## config.mk

```make
export PLATFORM = sky130hd
export DESIGN_NAME = pipe_hazard_ctrl
export DESIGN_NICKNAME = d
export VERILOG_FILES = /design/src/rtl/mips_define.sv /design/src/rtl/fwd_select.sv /design/src/rtl/pipe_hazard_ctrl.sv
export SDC_FILE = /design/constraint.sdc
export NUM_CORES = 1
export LEC_CHECK = 0
export ABC_AREA = 1
export CORE_UTILIZATION = 35
export DETAILED_ROUTE_END_ITERATION = 12
export DONT_BUFFER_PORTS = 1
export GPL_ROUTABILITY_DRIVEN = 1
export GPL_TIMING_DRIVEN = 0
export PLACE_DENSITY = 0.58
export SLEW_MARGIN = 0
export SYNTH_ARGS = -nofsm -noshare
export SYNTH_HDL_FRONTEND = slang
export SYNTH_SLANG_ARGS = --single-unit
```

## constraint.sdc

```tcl
create_clock -name clk -period 2.2 [get_ports clk]
set_clock_uncertainty 0.15 [all_clocks]
set_input_delay 0.44 -clock clk [delete_from_list [all_inputs] [get_ports clk]]
set_output_delay 0.44 -clock clk [all_outputs]
set_load 0.05 [all_outputs]
```

## src/rtl/mips_define.sv

```systemverilog
// Shared pipeline definitions: stage indices/masks and hazard FSM encodings.
package mips_define;

    localparam int unsigned NUM_STG = 5;

    localparam int unsigned STG_IF  = 0;
    localparam int unsigned STG_ID  = 1;
    localparam int unsigned STG_EXE = 2;
    localparam int unsigned STG_MEM = 3;
    localparam int unsigned STG_WB  = 4;

    localparam logic [NUM_STG-1:0] M_IF  = NUM_STG'(1) << STG_IF;
    localparam logic [NUM_STG-1:0] M_ID  = NUM_STG'(1) << STG_ID;
    localparam logic [NUM_STG-1:0] M_EXE = NUM_STG'(1) << STG_EXE;
    localparam logic [NUM_STG-1:0] M_MEM = NUM_STG'(1) << STG_MEM;
    localparam logic [NUM_STG-1:0] M_WB  = NUM_STG'(1) << STG_WB;

    typedef enum logic [1:0] {
        HS_RUN   = 2'd0,
        HS_LWAIT = 2'd1,
        HS_MWAIT = 2'd2,
        HS_HALT  = 2'd3
    } hz_state_t;

endpackage

```

## src/rtl/fwd_select.sv

```systemverilog
// Per-operand forwarding source search: nearest matching producer wins.
module fwd_select #(
    parameter int unsigned AW         = 5,
    parameter int unsigned FWD_STAGES = 3,
    parameter int unsigned LOAD_FWD   = 1
) (
    input  logic [AW-1:0]                      addr,
    input  logic                               used,
    input  logic [FWD_STAGES-1:0]              prod_wen,
    input  logic [FWD_STAGES*AW-1:0]           prod_waddr,
    input  logic [FWD_STAGES-1:0]              prod_load,
    output logic [$clog2(FWD_STAGES+1)-1:0]    fwd,
    output logic                               lmd,
    output logic                               not_ready
);

    localparam int unsigned FW = $clog2(FWD_STAGES + 1);

    // Operand participates only when read and not the hardwired-zero register.
    logic active;
    assign active = used && (addr != '0);

    // Priority chain built from the farthest producer inward so index 0 lands last.
    logic [FW-1:0] code_ch [FWD_STAGES+1];
    logic          lmd_ch  [FWD_STAGES+1];
    logic          nr_ch   [FWD_STAGES+1];

    assign code_ch[FWD_STAGES] = '0;
    assign lmd_ch[FWD_STAGES]  = 1'b0;
    assign nr_ch[FWD_STAGES]   = 1'b0;

    for (genvar k = 0; k < int'(FWD_STAGES); k++) begin : g_prod
        localparam bit EARLY = (unsigned'(k) < LOAD_FWD);
        logic hit;
        assign hit        = prod_wen[k] && (prod_waddr[k*AW +: AW] == addr);
        assign code_ch[k] = hit ? FW'(k + 1) : code_ch[k+1];
        assign lmd_ch[k]  = hit ? prod_load[k] : lmd_ch[k+1];
        assign nr_ch[k]   = hit ? (prod_load[k] && EARLY) : nr_ch[k+1];
    end

    assign fwd       = active ? code_ch[0] : '0;
    assign lmd       = active && lmd_ch[0];
    assign not_ready = active && nr_ch[0];

endmodule

```

## src/rtl/pipe_hazard_ctrl.sv

```systemverilog
// Hazard, forwarding and stall controller for the 5-stage pipeline.
module pipe_hazard_ctrl
    import mips_define::*;
#(
    parameter int unsigned AW          = 5,
    parameter int unsigned FWD_STAGES  = 3,
    parameter int unsigned LOAD_FWD    = 1,
    parameter int unsigned MEM_TIMEOUT = 255,
    parameter int unsigned CNT_W       = 16
) (
    input  logic                                clk,
    input  logic                                rst,
    input  logic                                debug_en,
    input  logic                                debug_step,
    input  logic [AW-1:0]                       rs_addr,
    input  logic [AW-1:0]                       rt_addr,
    input  logic                                rs_used,
    input  logic                                rt_used,
    input  logic                                is_store,
    input  logic [FWD_STAGES-1:0]               prod_wen,
    input  logic [FWD_STAGES*AW-1:0]            prod_waddr,
    input  logic [FWD_STAGES-1:0]               prod_load,
    input  logic                                irq_flush,
    input  logic                                inst_stall,
    input  logic                                mem_stall,
    output logic [$clog2(FWD_STAGES+1)-1:0]     fwd_a,
    output logic [$clog2(FWD_STAGES+1)-1:0]     fwd_b,
    output logic                                fwd_a_lmd,
    output logic                                fwd_b_lmd,
    output logic                                mem_fwd_m,
    output logic [NUM_STG-1:0]                  stage_en,
    output logic [NUM_STG-1:0]                  stage_rst,
    output logic                                mem_timeout,
    output logic [CNT_W-1:0]                    cnt_load,
    output logic [CNT_W-1:0]                    cnt_mem
);

    localparam int unsigned FW  = $clog2(FWD_STAGES + 1);
    localparam int unsigned WDW = $clog2(MEM_TIMEOUT + 1);

    hz_state_t      state;
    hz_state_t      next_state;
    logic [WDW-1:0] wd;
    logic [WDW-1:0] wd_next;
    logic           step_q;

    logic a_nr;
    logic b_nr;
    logic store_fwd;
    logic load_stall;
    logic step_edge;
    logic dbg_hold;
    logic mem_win;

    fwd_select #(
        .AW         (AW),
        .FWD_STAGES (FWD_STAGES),
        .LOAD_FWD   (LOAD_FWD)
    ) u_fwd_a (
        .addr       (rs_addr),
        .used       (rs_used),
        .prod_wen   (prod_wen),
        .prod_waddr (prod_waddr),
        .prod_load  (prod_load),
        .fwd        (fwd_a),
        .lmd        (fwd_a_lmd),
        .not_ready  (a_nr)
    );

    fwd_select #(
        .AW         (AW),
        .FWD_STAGES (FWD_STAGES),
        .LOAD_FWD   (LOAD_FWD)
    ) u_fwd_b (
        .addr       (rt_addr),
        .used       (rt_used),
        .prod_wen   (prod_wen),
        .prod_waddr (prod_waddr),
        .prod_load  (prod_load),
        .fwd        (fwd_b),
        .lmd        (fwd_b_lmd),
        .not_ready  (b_nr)
    );

    // Store data from a load one stage ahead is picked up in MEM instead of stalling.
    assign store_fwd  = b_nr && is_store && (fwd_b == FW'(LOAD_FWD));
    assign mem_fwd_m  = store_fwd;
    assign load_stall = a_nr || (b_nr && !store_fwd);

    assign step_edge  = debug_step && !step_q;
    assign dbg_hold   = debug_en && !step_edge;
    assign mem_win    = mem_stall && !load_stall && !irq_flush && !inst_stall;

    // Per-stage enable/bubble selection, highest-priority cause only.
    always_comb begin
        stage_en  = '1;
        stage_rst = '0;
        if (rst) begin
            stage_rst = '1;
        end else if (dbg_hold) begin
            stage_en = '0;
        end else if (load_stall) begin
            stage_en  = ~(M_IF | M_ID);
            stage_rst = M_EXE;
        end else if (irq_flush) begin
            stage_rst = M_ID;
        end else if (inst_stall) begin
            stage_en  = ~(M_IF | M_ID);
            stage_rst = M_EXE;
        end else if (mem_stall) begin
            stage_en  = M_WB;
            stage_rst = M_WB;
        end
    end

    // Next stall state and consecutive memory-wait count.
    always_comb begin
        next_state = HS_RUN;
        wd_next    = '0;
        if (dbg_hold) begin
            next_state = HS_HALT;
        end else if (mem_win) begin
            next_state = HS_MWAIT;
        end else if (load_stall) begin
            next_state = HS_LWAIT;
        end
        if (next_state == HS_MWAIT) begin
            wd_next = (state == HS_MWAIT) ? wd : '0;
            if (wd_next < WDW'(MEM_TIMEOUT)) begin
                wd_next = wd_next + WDW'(1);
            end
        end
    end

    // State, saturating counters, sticky watchdog and step-edge history.
    always_ff @(posedge clk) begin
        if (rst) begin
            state       <= HS_RUN;
            cnt_load    <= '0;
            cnt_mem     <= '0;
            wd          <= '0;
            mem_timeout <= 1'b0;
            step_q      <= 1'b0;
        end else begin
            state  <= next_state;
            step_q <= debug_step;
            wd     <= wd_next;
            if ((next_state == HS_LWAIT) && (cnt_load != '1)) begin
                cnt_load <= cnt_load + CNT_W'(1);
            end
            if ((next_state == HS_MWAIT) && (cnt_mem != '1)) begin
                cnt_mem <= cnt_mem + CNT_W'(1);
            end
            if (wd_next >= WDW'(MEM_TIMEOUT)) begin
                mem_timeout <= 1'b1;
            end
        end
    end

endmodule

```

======== Word-level counts from Yosys, hierarchy flattened ========
Cells that the tools add are included.
word-level totals
  bits in registers ....................... 44
  output and inout bits ................... 50
  logic and storage cells ................. 88
operators by class
  add/sub/neg operators ................... 3
  $lt $le $gt $ge ......................... 2
  eq/ne operators ......................... 12
  mux-type cells .......................... 34
  reductions and logical operators ........ 31
operator list
  kind                     count
  $mux W5                  8
  $add A16 B1 Y16 const B  2
  $ne A16 B16 Y1 const B   2
  $eq A5 B5 Y1             6
  $mux W8                  3
  $logic_and A1 B1 Y1      22
  $mux W2                  10
  $mux W4                  4
  $reduce_bool A5 Y1       2
  $mux W1                  9
  $add A8 B1 Y8 const B    1
  $ge A8 B8 Y1 const B     1
  $lt A8 B8 Y1 const B     1
  $logic_not A1 Y1         6
  $eq A2 B1 Y1 const B     2
  $eq A2 B2 Y1 const B     2
  $logic_or A1 B1 Y1       1

======== Longest topological paths before layout ========
Gate-level depths: netlist of the first run.
  depth after elaboration ................. 20
  gate-level depth with buffers ........... 15

======== By module ========
Synthesis of the first run repeated with hierarchy kept, for this count alone.
unflattened totals
  cell total of the unflattened synthesis .. 551
  area total of the unflattened synthesis .. 3,316.9 µm²
modules (own cells, without submodules)
  module            times used  cells each  area each (µm²)  seq. area each (µm²)
  pipe_hazard_ctrl  1           375         2,533.7          880.8
  fwd_select        2           88          391.6            0.0

======== Least setup slack after synthesis of the first run ========
Ideal clock, no wire load.
  path kind ............................... input port to output port
  from .................................... in rs_addr[1]
  to ...................................... out stage_en[1]
  arrival time ............................ 2.513 ns
  slack ................................... -0.903 ns
  stages .................................. 10
  path buffers ............................ 1
  cells stage by stage .................... inv_1 > nand2_1 > nand2_1 > inv_1 > nand3_1 > nor2_1 > nand2_2 > nand3_1 > o21ai_0 > buf_4
on the way
  longest elaborated chain between the ends .. 8
  elaborated cells between the ends (all ways) .. 10
  classes of those cells .................. 1 x eq/ne; 4 x mux; 5 x reduce/logical
ends and longest elaborated chain
  element                line                     source
  start, declared        pipe_hazard_ctrl.sv:15   input logic [AW-1:0] rs_addr,
  $eq A5 B5 Y1           fwd_select.sv:35         assign hit = prod_wen[k] && (prod_waddr[k*AW +: AW] == addr);
  $logic_and A1 B1 Y1    fwd_select.sv:35
  $mux W1                fwd_select.sv:38         assign nr_ch[k] = hit ? (prod_load[k] && EARLY) : nr_ch[k+1];
  $logic_and A1 B1 Y1 *  fwd_select.sv:43         assign not_ready = active && nr_ch[0];
  $logic_or A1 B1 Y1 *   pipe_hazard_ctrl.sv:88   assign load_stall = a_nr || (b_nr && !store_fwd);
  $mux W4 *              pipe_hazard_ctrl.sv:102  end else if (load_stall) begin
  $mux W5 *              pipe_hazard_ctrl.sv:100  end else if (dbg_hold) begin
  $mux W5 *              pipe_hazard_ctrl.sv:98   if (rst) begin
  end, declared          pipe_hazard_ctrl.sv:31   output logic [NUM_STG-1:0] stage_en,
Every way passes the cells marked *; elsewhere a longest branch is shown, timed or not.

======== Worst setup path in the final report of the first run ========
  from .................................... in rs_addr[0]
  to ...................................... out stage_en[1]
The elaborated chain is that of the path after synthesis.

==> results by group, run 1 <==
Pwr
  – Pleak: 1.67 nW
  – Max VDD drop: ~0.00024 V
  – Pwr/cell area: 406 nW/um^2

Final layout
  – Finished Layout Cells: 692
  – Post-route cell area: 4320 um^2
  – Fraction of layout cells with a size suffix above 1: 0.302
  – Fin nets: 606
  – Area growth syn-to-layout: 28.4%
  – Ant. Diodes: 0

Floorplanning
  – Die Wd: 100 um
  – Core area: 9280 um^2
  – Initial core utilization: 0.362
  – Top-level I/O count: 91
  – Die height: 100 um
  – Full die area: between 10000 and 15000 um^2
  – Row count: 35

Timing
  – RSZ-0062 raised after global routing: yes
  – Shortest period the worst path allows: 2.29 ns
  – Post-route clock period utilization: 1.04
  – Fmax: between 400 and 500 MHz
  – Pins Over Slew Limit: 0
  – Final WS setup: -0.0897 ns
  – Worst Max-Slew Pin Slew: 0.707 ns
  – Final hold violation count: 0
  – Setup violations, final: 2
  – Max transition margin: 0.528

Place
  – Cell Count Post-Placement: 657
  – Hpwl dp: 7400 um
  – Pre-CTS WS: -0.460 ns
  – IO Port Bufs: 0
  – Placed Area: between 3000 and 4000 um^2
  – GPL Wtd Cong: approximately 0.96

Worst setup path
  – WS Path Type: primary input to primary output
  – Startpoint Class: primary input
  – Crit path max fanout: 6
  – Arr. time, crit path: 1.70 ns
  – Crit. End Element: primary output
  – Worst Reg-to-Reg Cells: 8
  – Req. time, crit path: 1.61 ns

CTS
  – CTS buffer count: 5
  – CTS H-tree depth: 2
  – CTS tree: done
  – Clock slew at reported path FFs: 0.09 ns
  – CTS Hold Bufs: 0
  – Root buffer cell: clkbuf_8
  – Clock Latency Late Sink: 0.30 ns
  – CTS sink cnt: 44
  – Clock buffer depth: 2

Min path
  – Hold Path Class: primary input to flop
  – Hold Path Cell Cnt: 2

Logic synthesis
  – Number of synthesis warnings: 0
  – Synth area leaders: dfxtp_1 26%, nand2_1 13%, inv_1 7.9%
  – Yosys top cell by area: dfxtp_1
  – Mapped Avg Cell Area: roughly 6.4 um^2
  – Mapped Cells: 528
  – Syn Nets: roughly 570
  – Syn Std Cell Area: 3360 um^2
  – Yosys reg bits: 44
  – Seq/Total Area, Yosys: 0.262
  – Synth cell types: 43
  – Post-synth top area share: 0.262

Job
  – Max-cap violations: 0

Global routing
  – Global-route wire length before repair: between 15000 and 20000 um
  – Gr ovfl total: 0
  – Gr usage total: 0.201
  – Largest net degree at the start of global routing: 15
  – Initial antenna violation count: 0
  – Via count of the first global-routing pass: between 3k and 4k

Routing
  – Vias after detailed routing: 3563
  – Vias per inst: 5.15
  – Iter 0 DRT Violations: 125
  – Drt pass-1 iters: 5
  – Wire per inst: 14.5 um
  – DRT Wirelength: 10100 um
  – ANT nets after route: 0
  – # DRC: 0

Status
  – Violated checks: negative setup slack
  – Outcome: complete, but fails checks
## worst paths after layout
path | start | to | slack [ns]
setup / recovery | rs_addr[0] | stage_en[1] | -0.09
hold / removal | debug_step | step_q | 0.17
setup reg to reg | cnt_mem[0] | cnt_mem[10] | 0.11
hold reg to reg | cnt_mem[1] | cnt_mem[1] | 0.46
## cells by family after synthesis
family / after synthesis / share of synthesized area
and+or+nand+nor: 278 / 0.389
xor gates and xnor gates: 30 / 0.0781
adders and majority gates: 3 / 0.0112
DFF: 44 / 0.262
buffers and inverters: 93 / 0.118
AOI/OAI and AO/OA: 80 / 0.142
## flip-flops by register name, indices dropped and copies added, names as in the netlist
signal	flops
cnt_load	16
cnt_mem	16
wd	8
state	2
mem_timeout	1
step_q	1
## critical path, stage by stage
cell and delay [ns]:
nor2_4 0.09, nand4_1 0.14, nand2_2 0.12, nor2_2 0.05
nand2_4 0.13, nand3_4 0.12, o21ai_4 0.37, buf_6 0.22
## per-stage QoR
step | TNS (ns) | power [mW] | util | hold WS, ns
2_1_floorplan | -0.368 | 1.02 | - | 0.422
6_report | -0.124 | 1.75 | 0.465 | 0.173
4_1_cts | -0.240 | 1.74 | 0.436 | 0.167
3_3_place_gp | -7.47 | 1.05 | 0.383 | 0.454
3_5_place_dp | -8.31 | 1.05 | 0.383 | 0.460
5_1_grt | -0.460 | 1.83 | 0.465 | 0.171
## what timing repair did
action                                  4_1_cts  5_1_grt
buffers inserted                             17       12
resized for setup                            69       52
endpoints found under the setup margin       49       42
pin swaps                                    16       28
## synthesized netlist by cell type (all sizes together)
master	count
a31oi	2
nand3	51
xor2	24
o21bai	1
nand4	14
a21boi	1
nor4	6
ha	3
a21oi	35
o22ai	5
nor3	13
clkbuf	6
dfxtp	44
nand2	126
a221oi	6
nor3b	1
nor2	66
xnor2	6
o21ai	29
buf	10
nand2b	1
clkinv	1
o21a	1
inv	76
## metal layers
| metal | GRT usage | vias up | share of wire |
|---|---|---|---|
| met1 | 0.265 | 1639 | 0.45 |
| met3 | 0.0425 | 16 | 0.064 |
| met4 | 0.0424 | 0 | 0.012 |
| met2 | 0.340 | 110 | 0.47 |
| li1 | - | 1798 | - |
| met5 | 0 | - | 0 |
## cells in the final DEF, fill, tap and decap left out, drive strengths merged, types with 2 or more instances in the layout
master,instances
nand4,14
nor4,6
a21oi,35
o21ai,29
inv,73
nor3,13
xor2,24
clkbuf,12
clkinv,3
clkinvlp,3
a221oi,6
o22ai,5
nor2,66
buf,36
xnor2,6
nand3,51
ha,3
nand2,126
dfxtp,44
a31oi,2
## layout make-up
type / count / area, um^2
tap: 129 / 161
fill: 986 / 4960
multi-input combinational: 391 / 2470
buffer: 16 / 128
clock buffer: 5 / 68.8
inverter: 77 / 308
sequential: 44 / 925
clock inverter: 3 / 42.5
timing repair buffer: 27 / 214
## power breakdown
part,internal (mW),switching (mW)
Clock,0.337,0.305
Sequential,0.798,0.0138
Combinational,0.101,0.199
Total,1.24,0.517
(Power assumes the default switching activity.)
==> run 2, diff against run 1 <==
PLACE_DENSITY = 0.54   (was 0.58)
==> run 2 against run 1 <==
The run still ends with negative setup slack left. Cell area shrank 4.9%. Largest cell class unchanged. Total power shrank 7.2%. Highest routed layer unchanged. Register-to-register slack gained 0.05 ns. Sequential cell count is the same. Die area is the same. Critical endpoint unchanged. Core utilization shrank 2.3 points. Clock power shrank 15%. Routed wire length shrank 3.9%. Combinational power shrank 9.0%. Setup slack gained 0.018 ns. Critical path depth is the same. Maximum frequency grew 0.79%.
==> results by group, run 2 (synthesized netlist as in run 1, its figures left out) <==
CTS
  – Clock slew at reported path FFs: 0.08 ns (was 0.09 ns)
  – CTS sink cnt: 44 (unchanged)
  – CTS H-tree depth: 2 (unchanged)
  – Clock buffer depth: 2 (unchanged)
  – Root buffer cell: clkbuf_8 (unchanged)
  – Clock Latency Late Sink: 0.29 ns (was 0.30 ns)
  – CTS tree: done (unchanged)
  – CTS buffer count: 5 (unchanged)

Final layout
  – Ant. Diodes: 0 (unchanged)
  – Largest registers: cnt_load (16), cnt_mem (16), wd (8) (unchanged)
  – Post-route cell area: 4110 um^2 (was 4320 um^2)
  – Most frequent cells in the layout: 107 x nand2_1, 64 x inv_1, 55 x nor2_1 (was 105 x nand2_1, 65 x inv_1, 56 x nor2_1)
  – Fin nets: 589 (was 606)
  – Area growth syn-to-layout: 22.1% (was 28.4%)
  – Fraction of layout cells with a size suffix above 1: 0.266 (was 0.302)
  – Commonest non-fill, non-tap cell in the layout: nand2_1 (unchanged)

Timing
  – Shortest period the worst path allows: 2.27 ns (was 2.29 ns)
  – Final TNS setup: -0.0940 ns (was -0.124 ns)
  – Worst Max-Slew Pin Slew: 0.659 ns (was 0.707 ns)
  – Hold Slack: 0.155 ns (was 0.173 ns)
  – Fmax: 440 MHz (was 437 MHz)
  – RSZ-0062 raised after global routing: yes (unchanged)
  – Pins Over Slew Limit: 0 (unchanged)
  – Final hold violation count: 0 (unchanged)
  – Final WS setup: -0.0718 ns (was -0.0897 ns)
  – Post-route clock period utilization: 1.03 (was 1.04)
  – Setup violations, final: 3 (was 2)
  – Max transition margin: 0.560 (was 0.528)

Pwr
  – Clk pwr share: 0.333 (was 0.366)
  – Comb pwr share: 0.168 (was 0.171)
  – Max VDD drop: 0.000220 V (was 0.000235 V)
  – P_int: 1.14 mW (was 1.24 mW)
  – Switching share of power: 0.300 (was 0.295)
  – Pleak: 1.57 nW (was 1.67 nW)
  – Pwr/cell area: 396 nW/um^2 (was 406 nW/um^2)
  – Sequential share of power: 0.499 (was 0.463)
  – Psw: 0.488 mW (was 0.517 mW)

Routing
  – ANT nets after route: 0 (unchanged)
  – Vias after detailed routing: 3437 (was 3563)
  – DRT Wirelength: 9680 um (was 10100 um)
  – Drt pass-1 iters: 4 (was 5)
  – Vias per inst: 5.09 (was 5.15)
  – Wire per inst: 14.3 um (was 14.5 um)
  – Iter 0 DRT Violations: 117 (was 125)
  – # DRC: 0 (unchanged)

Worst setup path
  – WS Path Type: primary input to primary output (unchanged)
  – Arr. time, crit path: 1.68 ns (was 1.70 ns)
  – CP peak stage delay: 0.38 ns (was 0.37 ns)
  – Critical Path Start: rs_addr[0] (unchanged)
  – Crit path max fanout: 6 (unchanged)
  – Critical-path cell list: nor2_4 -> nand4_1 -> nand2_2 -> nor2_2 -> nand2_4 -> nand3_4 -> o21ai_4 -> buf_6 (unchanged)
  – Worst R2R Start: cnt_load[8] (was cnt_mem[0])
  – Buffers & Inverters on Critical Path: 1 (unchanged)
  – Slowest cell on crit path: o21ai_4 (unchanged)
  – Crit path max-delay family: simple AND/OR/NAND/NOR gates (unchanged)
  – Req. time, crit path: 1.61 ns (about the same)
  – Crit. End Element: primary output (unchanged)
  – Startpoint Class: primary input (unchanged)

Min path
  – Hold Path Class: primary input to flop (unchanged)
  – Min-delay src: debug_step (unchanged)

Global routing
  – GR met3 Demand/Resource: 0.0515 (was 0.0425)
  – Global-route wire length before repair: 15600 um (was 16300 um)
  – Via count of the first global-routing pass: 3222 (was 3430)
  – Most Crowded Layer GR: met2 (unchanged)
  – Met2 layer usage reported by global route: 0.308 (was 0.340)
  – Largest net degree at the start of global routing: 13 (was 15)
  – Gr usage total: 0.193 (was 0.201)
  – Initial antenna violation count: 0 (unchanged)
  – Met1 Use GR: 0.261 (was 0.265)
  – Gr ovfl total: 0 (unchanged)

Floorplanning
  – Top-level I/O count: 91 (unchanged)
  – Row count: 35 (unchanged)
  – Die height: 100 um (unchanged)
  – Full die area: 10000 um^2 (unchanged)
  – Die Wd: 100 um (unchanged)
  – Initial core utilization: 0.362 (unchanged)
  – Core area: 9280 um^2 (unchanged)

Place
  – IO Port Bufs: 0 (unchanged)
  – Hpwl dp: 7250 um (was 7400 um)
  – Placed Area: 3560 um^2 (unchanged)
  – GPL Wtd Cong: 0.875 (was 0.956)

Job
  – Max-cap violations: 0 (unchanged)

Status
  – Violated checks: negative setup slack (unchanged)
  – Outcome: complete, but fails checks (unchanged)
-- run 2: power by group through the flow --
stage,sequential [mW],combinational [mW],clock [mW]
final,0.812,0.273,0.542
after detailed placement,0.833,0.221,0
after CTS,0.811,0.248,0.568
after floorplan,0.831,0.187,0
after global placement,0.833,0.220,0
after global routing,0.814,0.297,0.592
-- run 2: repair_timing --
action                     4_1_cts  5_1_grt
pin swaps                       10       24
buffers inserted                 3        7
resized for setup               58       51
cloned                           0        0
setup endpoints to repair       47       37
hold buffers                     0        0
-- run 2: per-stage QoR --
step	setup WS (ns)	std cells	total power [mW]	utilization
after floorplan	-0.192	528	1.02	-
after global placement	-0.430	657	1.05	0.383
after detailed placement	-0.427	657	1.05	0.383
after CTS	-0.0933	668	1.63	0.415
after global routing	-0.137	675	1.70	0.442
final	-0.0718	675	1.63	0.442
-- run 2: layer usage --
layer	wire length, um	part of all wire	up-vias
li1	-	-	1746
met1	4510	0.47	1577
met2	4430	0.46	104
met3	634	0.066	10
met4	108	0.011	0
met5	0	0	-
-- run 2: worst reg2reg max path, stage by stage, from the launching register on --
cell and delay [ns]:
dfxtp_1 0.72, nand4_1 0.21, nor2_1 0.16, a31oi_1 0.13, nand2_4 0.15, clkbuf_4 0.22
nand2_1 0.08, a21oi_2 0.15
-- run 2: worst paths after layout --
path / endpoint / slack [ns] / depth (start not counted)
max: stage_en[1] / -0.07 / 8
min reg2reg: cnt_mem[1] / 0.47 / 2
min: step_q / 0.16 / 2
max reg2reg: cnt_load[9] / 0.16 / 7
-- run 2: layout make-up --
| cell class | count | area, um^2 |
|---|---|---|
| Timing Repair Buffer | 10 | 75.1 |
| Fill cell | 998 | 5180 |
| Sequential cell | 44 | 922 |
| Inverter | 77 | 304 |
| Clock buffer | 8 | 90.1 |
| Buffer | 16 | 128 |
| Multi-Input combinational cell | 391 | 2430 |
| Tap cell | 129 | 161 |
==> run 3, diff against run 2 <==
clock period = 2.8 ns   (was 2.2 ns; I/O delays follow)
==> run 3 against run 2 <==
The flow now finishes without violations. Clock power decreased by 21%. Setup slack improved by 0.17 ns. Combinational power down 36%. Core utilization is 4.8 points lower. First-iteration DRC count is 25% lower. Critical endpoint unchanged. Die area did not move. Routed wire length decreased by 5.0%. Via count fell by 2.5%.
==> results by group, run 3 (synthesized netlist as in run 1, its figures left out) <==
Status
  – Outcome: completed (was complete, but fails checks)

Worst setup path
  – CP peak stage delay: 0.45 ns (was 0.38 ns)
  – WS Path Type: primary input to primary output (unchanged)
  – Crit. End Element: primary output (unchanged)
  – Worst R2R Start: cnt_load[0] (was cnt_load[8])
  – Worst Reg-to-Reg Cells: 8 (was 7)
  – Critical-path cell list: inv_1 -> nand2_1 -> nand2_1 -> inv_1 -> nand3_1 -> nor2_2 -> nand2_2 -> nand3_1 -> o21ai_4 -> buf_6 (was nor2_4 -> nand4_1 -> nand2_2 -> nor2_2 -> nand2_4 -> nand3_4 -> o21ai_4 -> buf_6)
  – Crit path max fanout: 6 (unchanged)
  – R2r setup slk: 0.27 ns (was 0.16 ns)
  – Crit path max-delay family: simple AND/OR/NAND/NOR gates (unchanged)
  – Slowest cell on crit path: o21ai_4 (unchanged)
  – Arr. time, crit path: 1.99 ns (was 1.68 ns)
  – Req. time, crit path: 2.09 ns (was 1.61 ns)
  – Startpoint Class: primary input (unchanged)
  – R2R Path End: cnt_load[11] (was cnt_load[9])
  – Buffers & Inverters on Critical Path: 3 (was 1)

Global routing
  – Initial antenna violation count: 0 (unchanged)
  – Gr usage total: 0.193 (about the same)
  – Gr ovfl total: 0 (unchanged)
  – Global-route wire length before repair: 15600 um (about the same)
  – Largest net degree at the start of global routing: 14 (was 13)
  – Via count of the first global-routing pass: 3163 (was 3222)

Final layout
  – Largest registers: cnt_load (16), cnt_mem (16), wd (8) (unchanged)
  – Fraction of layout cells with a size suffix above 1: 0.132 (was 0.266)
  – Area growth syn-to-layout: 8.82% (was 22.1%)
  – Commonest non-fill, non-tap cell in the layout: nand2_1 (unchanged)
  – Most frequent cells in the layout: 112 x nand2_1, 69 x inv_1, 62 x nor2_1 (was 107 x nand2_1, 64 x inv_1, 55 x nor2_1)
  – Fin nets: 579 (was 589)
  – Ant. Diodes: 0 (unchanged)

Min path
  – End of the worst hold path: step_q (unchanged)
  – Hold Path Class: primary input to flop (unchanged)
  – Hold Path Cell Cnt: 2 (unchanged)
  – Min-delay src: debug_step (unchanged)

Routing
  – Vias per inst: 5.04 (was 5.09)
  – ANT nets after route: 0 (unchanged)
  – Wire per inst: 13.8 um (was 14.3 um)
  – Vias after detailed routing: 3351 (was 3437)
  – Iter 0 DRT Violations: 88 (was 117)
  – # DRC: 0 (unchanged)
  – Drt pass-1 iters: 4 (unchanged)
  – DRT Wirelength: 9190 um (was 9680 um)

Timing
  – Max transition margin: 0.304 (was 0.560)
  – Shortest period the worst path allows: 2.70 ns
  – Hold Slack: 0.260 ns (was 0.155 ns)
  – Final hold violation count: 0 (unchanged)
  – Fmax: 370 MHz
  – Setup violations, final: 0 (was 3)
  – Post-route clock period utilization: 0.965
  – RSZ-0062 raised after global routing: yes (unchanged)
  – Final TNS setup: 0 ns (was -0.0940 ns)
  – Pins Over Slew Limit: 0 (unchanged)
  – Worst Max-Slew Pin Slew: 1.05 ns (was 0.659 ns)

CTS
  – CTS sink cnt: 44 (unchanged)
  – Clock slew at reported path FFs: 0.08 ns (about the same)
  – CTS tree: done (unchanged)
  – CTS buffer count: 5 (unchanged)
  – CTS H-tree depth: 2 (unchanged)
  – Root buffer cell: clkbuf_8 (unchanged)
  – Clock buffer depth: 2 (unchanged)
  – Clock Latency Late Sink: 0.30 ns (was 0.29 ns)
  – CTS Hold Bufs: 0 (unchanged)
  – Post-CTS Setup Inserts: 0 (was 3)

Place
  – GPL Wtd Cong: 0.894 (was 0.875)
  – IO Port Bufs: 0 (unchanged)
  – Hpwl dp: 7330 um (was 7250 um)

Pwr
  – Pwr/cell area: 340 nW/um^2 (was 396 nW/um^2)
  – Pleak: 1.39 nW (was 1.57 nW)
  – Max VDD drop: 0.000166 V (was 0.000220 V)

Floorplanning
  – Die height: 100 um (unchanged)
  – Core area: 9280 um^2 (unchanged)
  – Row count: 35 (unchanged)
  – Full die area: 10000 um^2 (unchanged)
  – Top-level I/O count: 91 (unchanged)
  – Initial core utilization: 0.362 (unchanged)
  – Die Wd: 100 um (unchanged)

Job
  – Max-cap violations: 0 (unchanged)
[run 3: cell type report]
class / count / area [um^2]
Multi-Input combinational cell: 391 / 2120
Inverter: 77 / 293
Sequential cell: 44 / 882
Clock inverter: 2 / 10.0
Clock buffer: 6 / 82.6
Fill cell: 1067 / 5620
Tap cell: 129 / 161
Buffer: 16 / 109
[run 3: layer usage]
metal  vias up  global-route usage  wire length [um]
li1       1737                   -                 -
met1      1507               0.250              4080
met4         0              0.0368                59
met5         -                   0                 0
met2       102               0.320              4320
met3         5              0.0564               727
[run 3: repair_timing]
| item | CTS | global route |
|---|---|---|
| pin swaps | 0 | 1 |
| cloned | 0 | 0 |
| gates resized for setup | 6 | 8 |
| hold endpoints to repair | 0 | 0 |
| endpoints found under the setup margin | 5 | 9 |
[run 3: where the power goes]
part	internal (mW)	total [mW]	switching, mW
Sequential	0.630	0.639	0.00967
Combinational	0.0481	0.176	0.128
Clock	0.198	0.429	0.232
[run 3: worst max-delay path by stage]
stage,start,to,cells past startpoint
2_1_floorplan,rs_addr[1],stage_en[1],10
3_3_place_gp,rs_addr[1],stage_en[1],10
3_5_place_dp,rs_addr[1],stage_en[1],10
4_1_cts,prod_waddr[3],stage_rst[4],8
5_1_grt,rst,stage_en[1],5
6_report,rs_addr[1],stage_en[1],10
[run 3: stage by stage]
stage	utilization	std cells	power [mW]	instance area (um^2)	setup slack, ns
final	0.394	665	1.24	3660	0.0969
after global routing	0.394	665	1.31	3660	-0.113
after CTS	0.392	665	1.26	3640	0.0236
after detailed placement	0.380	657	0.823	3520	-0.447
after global placement	0.380	657	0.822	3520	-0.424
after floorplan	-	528	0.796	3360	-0.116
